### config.mk
export PLATFORM = sky130hd
export DESIGN_NAME = line_clear
export DESIGN_NICKNAME = d
export VERILOG_FILES = /design/src/rtl/line_clear.sv
export SDC_FILE = /design/constraint.sdc
export NUM_CORES = 1
export LEC_CHECK = 0
export ABC_AREA = 1
export BUFFER_PORTS_ARGS = -buffer_cell sky130_fd_sc_hd__buf_2
export CORE_MARGIN = 3
export CORE_UTILIZATION = 50
export CTS_BUF_LIST = sky130_fd_sc_hd__clkbuf_16
export DETAILED_ROUTE_END_ITERATION = 8
export PLACE_DENSITY = 0.76
export SYNTH_ARGS = -nofsm -noshare
export SYNTH_HDL_FRONTEND = slang
export SYNTH_SLANG_ARGS = --single-unit
export TNS_END_PERCENT = 50
### constraint.sdc
create_clock -name Clk -period 2.3 [get_ports Clk]
set_input_delay 0.23 -clock Clk [delete_from_list [all_inputs] [get_ports Clk]]
set_output_delay 0.23 -clock Clk [all_outputs]
set_load 0.02 [all_outputs]
### src/rtl/line_clear.sv
// line_clear: post-landing row-collapse engine for the playfield.
//
// Takes the background occupancy map on a start pulse, removes every
// completely filled row (shifting the rows above it down by one), and
// returns the collapsed map with the per-pass line count and a running
// score.
//
// Ports:
//   Clk           - system clock, rising edge
//   Reset_n       - synchronous active-low reset
//   start         - one-cycle request, sampled only in IDLE
//   state_in      - occupancy map, cell (r,c) is bit r*COLS+c, row 0 on top
//   busy          - high from the accept edge until the edge leaving DONE
//   done          - one-cycle completion pulse
//   write_en      - load strobe for savedblocks, coincident with done
//   state_out     - collapsed map, held between passes
//   lines_cleared - rows removed in the last pass
//   score         - saturating running total since reset
//
// Configuration macro: LINE_CLEAR_SCORE_EN
//   defined   - score adds 0/40/100/300/1200 points per pass
//   undefined - score adds the plain number of lines cleared
module line_clear #(
    parameter int COLS = 10,
    parameter int ROWS = 24
) (
    input  logic                   Clk,
    input  logic                   Reset_n,
    input  logic                   start,
    input  logic [ROWS*COLS-1:0]   state_in,
    output logic                   busy,
    output logic                   done,
    output logic                   write_en,
    output logic [ROWS*COLS-1:0]   state_out,
    output logic [4:0]             lines_cleared,
    output logic [15:0]            score
);

    typedef enum logic [1:0] {
        S_IDLE,
        S_SCAN,
        S_SHIFT,
        S_DONE
    } state_t;

    state_t                 r_state;
    logic [ROWS*COLS-1:0]   r_work;
    logic [4:0]             r_ptr;
    logic [4:0]             r_cnt;

    logic [COLS-1:0]        w_row;
    logic                   w_row_full;
    logic [ROWS*COLS-1:0]   w_shifted;
    logic [15:0]            w_points;
    logic [16:0]            w_score_sum;
    logic [15:0]            w_score_next;

    assign w_row      = r_work[32'(r_ptr)*COLS +: COLS];
    assign w_row_full = (w_row == '1);

    // Rows 1..ptr take the row above them, row 0 is cleared, rows below
    // ptr keep their contents.
    always_comb begin
        w_shifted = r_work;
        for (int unsigned r = 1; r < ROWS; r++) begin
            if (r <= 32'(r_ptr)) begin
                w_shifted[r*COLS +: COLS] = r_work[(r-1)*COLS +: COLS];
            end
        end
        w_shifted[0 +: COLS] = '0;
    end

    // DONE is only entered from SCAN, which never updates r_cnt, so
    // r_cnt is already the final count on the edge entering DONE.
    always_comb begin
        w_points = '0;
`ifdef LINE_CLEAR_SCORE_EN
        case (r_cnt)
            5'd0:    w_points = 16'd0;
            5'd1:    w_points = 16'd40;
            5'd2:    w_points = 16'd100;
            5'd3:    w_points = 16'd300;
            default: w_points = 16'd1200;
        endcase
`else
        w_points = {11'b0, r_cnt};
`endif
    end

    assign w_score_sum  = {1'b0, score} + {1'b0, w_points};
    assign w_score_next = w_score_sum[16] ? '1 : w_score_sum[15:0];

    always_ff @(posedge Clk) begin
        if (!Reset_n) begin
            r_state       <= S_IDLE;
            r_work        <= '0;
            r_ptr         <= '0;
            r_cnt         <= '0;
            busy          <= 1'b0;
            done          <= 1'b0;
            write_en      <= 1'b0;
            state_out     <= '0;
            lines_cleared <= '0;
            score         <= '0;
        end else begin
            case (r_state)
                S_IDLE: begin
                    if (start) begin
                        r_work  <= state_in;
                        r_ptr   <= 5'(ROWS - 1);
                        r_cnt   <= '0;
                        busy    <= 1'b1;
                        r_state <= S_SCAN;
                    end
                end
                S_SCAN: begin
                    if (w_row_full) begin
                        r_state <= S_SHIFT;
                    end else if (r_ptr == '0) begin
                        state_out     <= r_work;
                        lines_cleared <= r_cnt;
                        score         <= w_score_next;
                        done          <= 1'b1;
                        write_en      <= 1'b1;
                        r_state       <= S_DONE;
                    end else begin
                        r_ptr <= r_ptr - 5'd1;
                    end
                end
                S_SHIFT: begin
                    // ptr is kept so the row dropped into place is re-tested
                    r_work  <= w_shifted;
                    r_cnt   <= r_cnt + 5'd1;
                    r_state <= S_SCAN;
                end
                S_DONE: begin
                    done     <= 1'b0;
                    write_en <= 1'b0;
                    busy     <= 1'b0;
                    r_state  <= S_IDLE;
                end
                default: r_state <= S_IDLE;
            endcase
        end
    end

endmodule

# [Word-level counts from Yosys, hierarchy flattened]
# Index checks and enable logic that the tools add are counted.
[totals] out_inout_bits=264 register_bits=515 elab_cells=169
[classes] n_shift=1 mul=1 reduce_logical=35 order_cmp=23 n_addsub=3 bitwise=1 mux=41 n_eq_ne=32
[ops] operator="240-bit case mux with 2 select lines" n=1
[ops] operator="240-bit two-way mux" n=1
[ops] operator="240-bit by 10-bit variable part select with 10-bit output" n=1
[ops] operator="10-bit two-way mux" n=23
[ops] operator="3-bit AND reduction" n=25
[ops] operator="2-bit != test (second input constant)" n=27
[ops] operator="4-bit by 5-bit <= comparator with 1-bit output (first input constant)" n=8
[ops] operator="5-bit <= comparator (first input constant)" n=8
[ops] operator="3-bit by 5-bit <= comparator with 1-bit output (first input constant)" n=4
[ops] operator="5-bit two-way mux" n=4
[ops] operator="5-bit case mux with 2 select lines" n=2
[ops] operator="16-bit by 5-bit adder with 17-bit output" n=1
[ops] operator="16-bit two-way mux" n=1
[ops] operator="10-bit equality test (second input constant)" n=1
[ops] operator="2-bit by 5-bit <= comparator with 1-bit output (first input constant)" n=2
[ops] operator="5-bit by 3-bit multiplier with 8-bit output (second input constant)" n=1
[ops] operator="2-bit case mux with 4 select lines" n=1
[ops] operator="2-bit nonzero test" n=4
[ops] operator="2-bit two-way mux" n=3
[ops] operator="2-bit AND reduction" n=3
[ops] operator="5-bit by 1-bit adder with 5-bit output (second input constant)" n=1
[ops] operator="1-bit by 5-bit <= comparator with 1-bit output (first input constant)" n=1
[ops] operator="5-bit zero test" n=1
[ops] operator="5-bit by 1-bit subtractor with 5-bit output (second input constant)" n=1
[ops] operator="other kinds (8)" n=12

# [Depth between registers and ports, before layout]
[logic_depth] depth_word=5 depth_mapped=18 ltp_nobuf=13

# [Worst setup path after synthesis]
# Ideal clock, no wire load.
[synth_path] path_type="reg2reg" from="register r_ptr[0]" to="register score[2]" setup_slack_ns=-0.195 stages_incl_launch_ff=15 setup_ns=0.117 arrival_ns=2.378 path_cell_list="dfxtp_1 -> inv_2 -> buf_4 -> buf_2 -> ha_1 -> inv_1 -> nor3_2 -> inv_1 -> nor2_1 -> nand2_1 -> buf_6 -> buf_6 -> buf_4 -> nor3_1 -> nor2_1"
[synth_between] elab_chain_len=5 word_cells_on_any_way=6
[synth_lines] element="start, declared" line_no="48" text="logic [4:0] r_ptr;"
[synth_lines] element="start signal, assigned" line_no="110" text="r_ptr <= 5'(ROWS - 1);"
[synth_lines] element="start signal, assigned" line_no="127" text="r_ptr <= r_ptr - 5'd1;"
[synth_lines] element="5-bit by 3-bit multiplier with 8-bit output" line_no="58" text="assign w_row = r_work[32'(r_ptr)*COLS +: COLS];"
[synth_lines] element="240-bit by 10-bit variable part select with 10-bit output" line_no="58"
[synth_lines] element="10-bit equality test" line_no="59" text="assign w_row_full = (w_row == '1);"
[synth_lines] element="1-bit NOT (no source line)"
[synth_lines] element="3-bit AND reduction (no source line) *"
[synth_lines] element="end signal, assigned" line_no="122" text="score <= w_score_next;"
[synth_lines] element="end, declared" line_no="36" text="output logic [15:0] score"
# Mark *: on every way between the ends. The rest lies on a longest branch, timed or not.
# A chain may end at the register's enable or synchronous reset.

# [Worst setup path in the final report]
[layout_path] from="register r_ptr[2]" to="register state_out[78]"
[layout_between] elab_chain_len=5 word_cells_on_any_way=6
[layout_lines] element="5-bit by 3-bit multiplier with 8-bit output" line_no="58"
[layout_lines] element="240-bit by 10-bit variable part select with 10-bit output" line_no="58"
[layout_lines] element="10-bit equality test" line_no="59"
[layout_lines] element="1-bit NOT (no source line)"
[layout_lines] element="3-bit AND reduction (no source line) *"
[layout_lines] element="end signal, assigned" line_no="120" text="state_out <= r_work;"
[layout_lines] element="end, declared" line_no="34" text="output logic [ROWS*COLS-1:0] state_out,"
# Marked as above.

==> results list <==
- At the pin with the least slew margin, the transition time is 0.714 ns.
- The floorplan has 78 rows.
- Together, buffers and inverters on the worst path number 6.
- Derived from the worst setup path, the maximum achievable clock frequency is 0.355 GHz.
- The first routing iteration left 4023 violations.
* Largest delay contributor family on the critical path: simple AND/OR/NAND/NOR gates
- Number of top-level design ports: 507
- The flow ran to the end, but the final reports show violations.
* Max Clock Skew: 0.0198 ns
* Largest fanout on the critical path: 15
* Clock Path Buffers: 3
- Among all stages on the critical path, the largest delay is contributed by dfxtp_2.
* Cell types with the largest area share after synthesis: dfxtp_1, nand2_1, nor2_1, o21ai_0, a31oi_1
* R2r worst-path depth: 17
* Part of the Yosys area used for sequential elements: 44.4%
- Final ANT Viol Nets: 0
- The worst register-to-register path begins at r_ptr[2].
* Post-synthesis average cell area: 6.85 sq um
- For this run, the number of Yosys warnings is 0.
- Pins over their slew limit: 0
* Count of buffers inserted at the top-level ports: 506
* Number of non-filler instances in the completed layout: 4963
- After layout, the design draws a total of 0.0283 W.
* Setup slack of the worst register-to-register path: -0.51 ns
- Worst hold slack: 0.0308 ns
- Along the worst hold path, the cell count comes to 3.
- At the later pin of the worst-skew pair, clock insertion delay measures 0.61 ns.
- Entering global routing, the biggest net connects 138 pins.
- Hold Crit Endpoint: state_out[166]
- Ranked by instance count, the synthesized netlist is headed by nand2_1, nor2_1, dfxtp_1.
* Static Leakage: 15.9 nW
- Sum of net half-perimeters after detailed placement: 62300 microns
- Die footprint: 49100 sq um
- TritonCTS built the clock tree.
* Crit path time final: 2.81 ns
- In the final layout, the share of cells above drive strength 1 is 28.0%.
* Number of storage elements in the synthesis netlist: 515
- The number of antenna violations at the first check in global routing is 6.
* Max-slew headroom: 51.9%
- Post-route clock period utilization: 122%
- Reg2reg end: state_out[78]
- For this design the ratio of total power to cell area is 824 nW/um^2.
* Total global-route track usage: 38.7%
- Data on the critical path arrives at its endpoint at 3.30 ns.
- Number of different library cells in the post-synthesis netlist: 33
- Cells after Synth: 3390
* Die width: 222 microns
- Counting flops with a built-in enable in the synthesized netlist gives 0.
- Unrepaired setup endpoints after global routing: true
* Total wire length after detailed routing: 105000 microns
- Max-cap violation count: 0
* Dominant register cell in the synthesized netlist: dfxtp_1
- In this run the worst hold path is classified as primary input to flip-flop.
- IR analysis of the VDD net gives a maximum drop of 0.000652 V.
- Clock-pin slew was measured on the worst setup and hold paths at 0.07 ns.
- STA classifies the critical path startpoint as a flip-flop.
- In this run the number of H-tree levels came out at 2.
- The tree is rooted in a clkbuf_16.
* Weighted congestion at the end of routability-driven global placement: 0.946
- In this run the most critical hold path is launched from Reset_n.
- Placed insts: 4561
* Area Overhead vs Synth: 47.7%
- Tracing the worst setup path back leads to its startpoint at r_ptr[2].
* Synthesized Nets: 3645
- In this design, the stage delay of the slowest critical-path cell is 0.34 ns.
* Final Hold Violating Endpoints: 0
- Placed instance area: 28300 sq um
- nand2_1 is the most common cell in the netlist.
* Ratio of routed vias to standard cells: 5.93
- Core outline area: 45700 sq um
- Dividing the detail-routed wire length by the instance count gives 21.2 microns.
* GRT overflow: 0
- Net count, final: 4570
- Number of search-and-repair iterations in the first detailed-routing pass: 7
- Crit-path cells: buf_4 -> nor2_4 -> buf_6 -> buf_6 -> nand3_1 -> nand2_1 -> o21ai_2 -> nand3_2 -> nand3_1 -> nor2_2 -> nand2_2 -> nand2_8 -> buf_12 -> inv_8 -> clkbuf_16 -> nor2_1 -> nor2_1
* Final Worst Setup Slack: -0.514 ns
- Cell type contributing the most total cell area after synthesis: dfxtp_1
- Counting the buffers created by CTS gives 53.
* Worst setup path category: flip-flop to flip-flop
- Violated checks: negative setup slack
* DRC: 0
* CP endpoint kind: flip-flop
- The first global-routing pass estimated 154000 microns of wire.
- Once layout is done, the placed cells without fillers occupy 34300 sq um.
- Synth Cell Area: 23200 sq um
- Finished Core Util: 75.2%
* Fraction of registers with async set or reset after synthesis: 0%
- Measured along the y axis, the die boundary spans 222 microns.
- Starting density of the core: 50.9%
- The via count of the first global-routing pass is 27468.
- Number of endpoints failing setup at the final stage: 309
- Data required time of the worst path: 2.78 ns
- Total number of vias: 29439
- For this design, the sink count on the clock tree is 515.
- After synthesis, the largest area contributor takes up 44.4% of total cell area.
what timing repair did:
action                                  in CTS  in global routing
setup buffers                               35                  3
gates cloned                                12                 14
endpoints found under the hold margin      237                  0
gates resized for setup                    178                156
pin swaps                                   25                 15
hold buffers                               237                  0
endpoints found under the setup margin     298                374
worst min-delay path, cell delays in order:
cell and delay [ns]:
buf_8 0.21, o21ai_2 0.09, nor2_1 0.04
placed cells by master (no fill, tap or decap), drive strengths merged:
cell type / n
o21ai: 525
ha: 11
o2111ai: 2
bufbuf: 2
clkbuf: 67
dlygate4sd3: 237
nand3b: 6
nand2: 787
o22ai: 1
a31oi: 232
diode: 5
nor2: 568
nor4: 3
or2: 25
a21oi: 47
clkinvlp: 3
o211ai: 31
clkinv: 26
nand3: 119
nand4: 16
buf: 875
dfxtp: 515
nor3: 7
fa: 1
inv: 233
o311a: 1
a211oi: 2
xor2: 5
bufinv: 5
o31ai: 6
worst max-delay path by stage:
stage,end,slack [ns],depth (start not counted)
6_report,state_out[78],-0.51,17
5_1_grt,state_out[78],-0.55,17
4_1_cts,state_out[39],-0.30,17
3_5_place_dp,state_out[94],-0.54,16
3_3_place_gp,state_out[239],-0.45,13
2_1_floorplan,score[1],0.008,17
flip-flops by register name (all words and copies together) (netlist names):
signal / flops
busy: 1
state_out: 240
r_state: 2
r_ptr: 5
r_work: 240
write_en: 1
r_cnt: 5
lines_cleared: 5
score: 16
area by class of cell:
type,instances,area (sq um)
antenna,5,12.5
clock buffer,55,1380
clock inverter,43,338
fill,3060,11300
inverter,222,880
multi-input combinational,2395,11700
sequential,515,10300
tap,600,751
timing repair buffer,1126,8920
timing repair inverter,2,22.5
metal layers:
layer | wire length (microns) | vias up | global-route usage (%)
li1 | - | 13006 | -
met1 | 38500 | 13542 | 48.6
met2 | 47900 | 2307 | 63.0
met3 | 10900 | 580 | 6.69
met4 | 7750 | 4 | 22.5
met5 | 27 | - | 0
through the flow:
stage / TNS (ns) / worst slack, ns
final: -104.53 / -0.514
after CTS: -66.59 / -0.303
after global routing: -133.64 / -0.552
after floorplan: 0 / 0.00772
after detailed placement: -118.00 / -0.540
after global placement: -101.36 / -0.452
kinds of logic after synthesis:
kind of cell	share of synthesized area [%]
flops	44.4
buf+inv	8.73
simple gates	26.1
compound gates	20.0
fa+ha+maj	0.678
xor+xnor	0.188
report_power, final:
part	switching [W]	total, W	internal [W]	leakage (nW)
Clock	0.00382	0.00871	0.00489	0.873
Combinational	0.00511	0.00876	0.00364	10.8
Sequential	0.000848	0.0108	0.00997	4.22
Power figures use the tool's default switching activity.
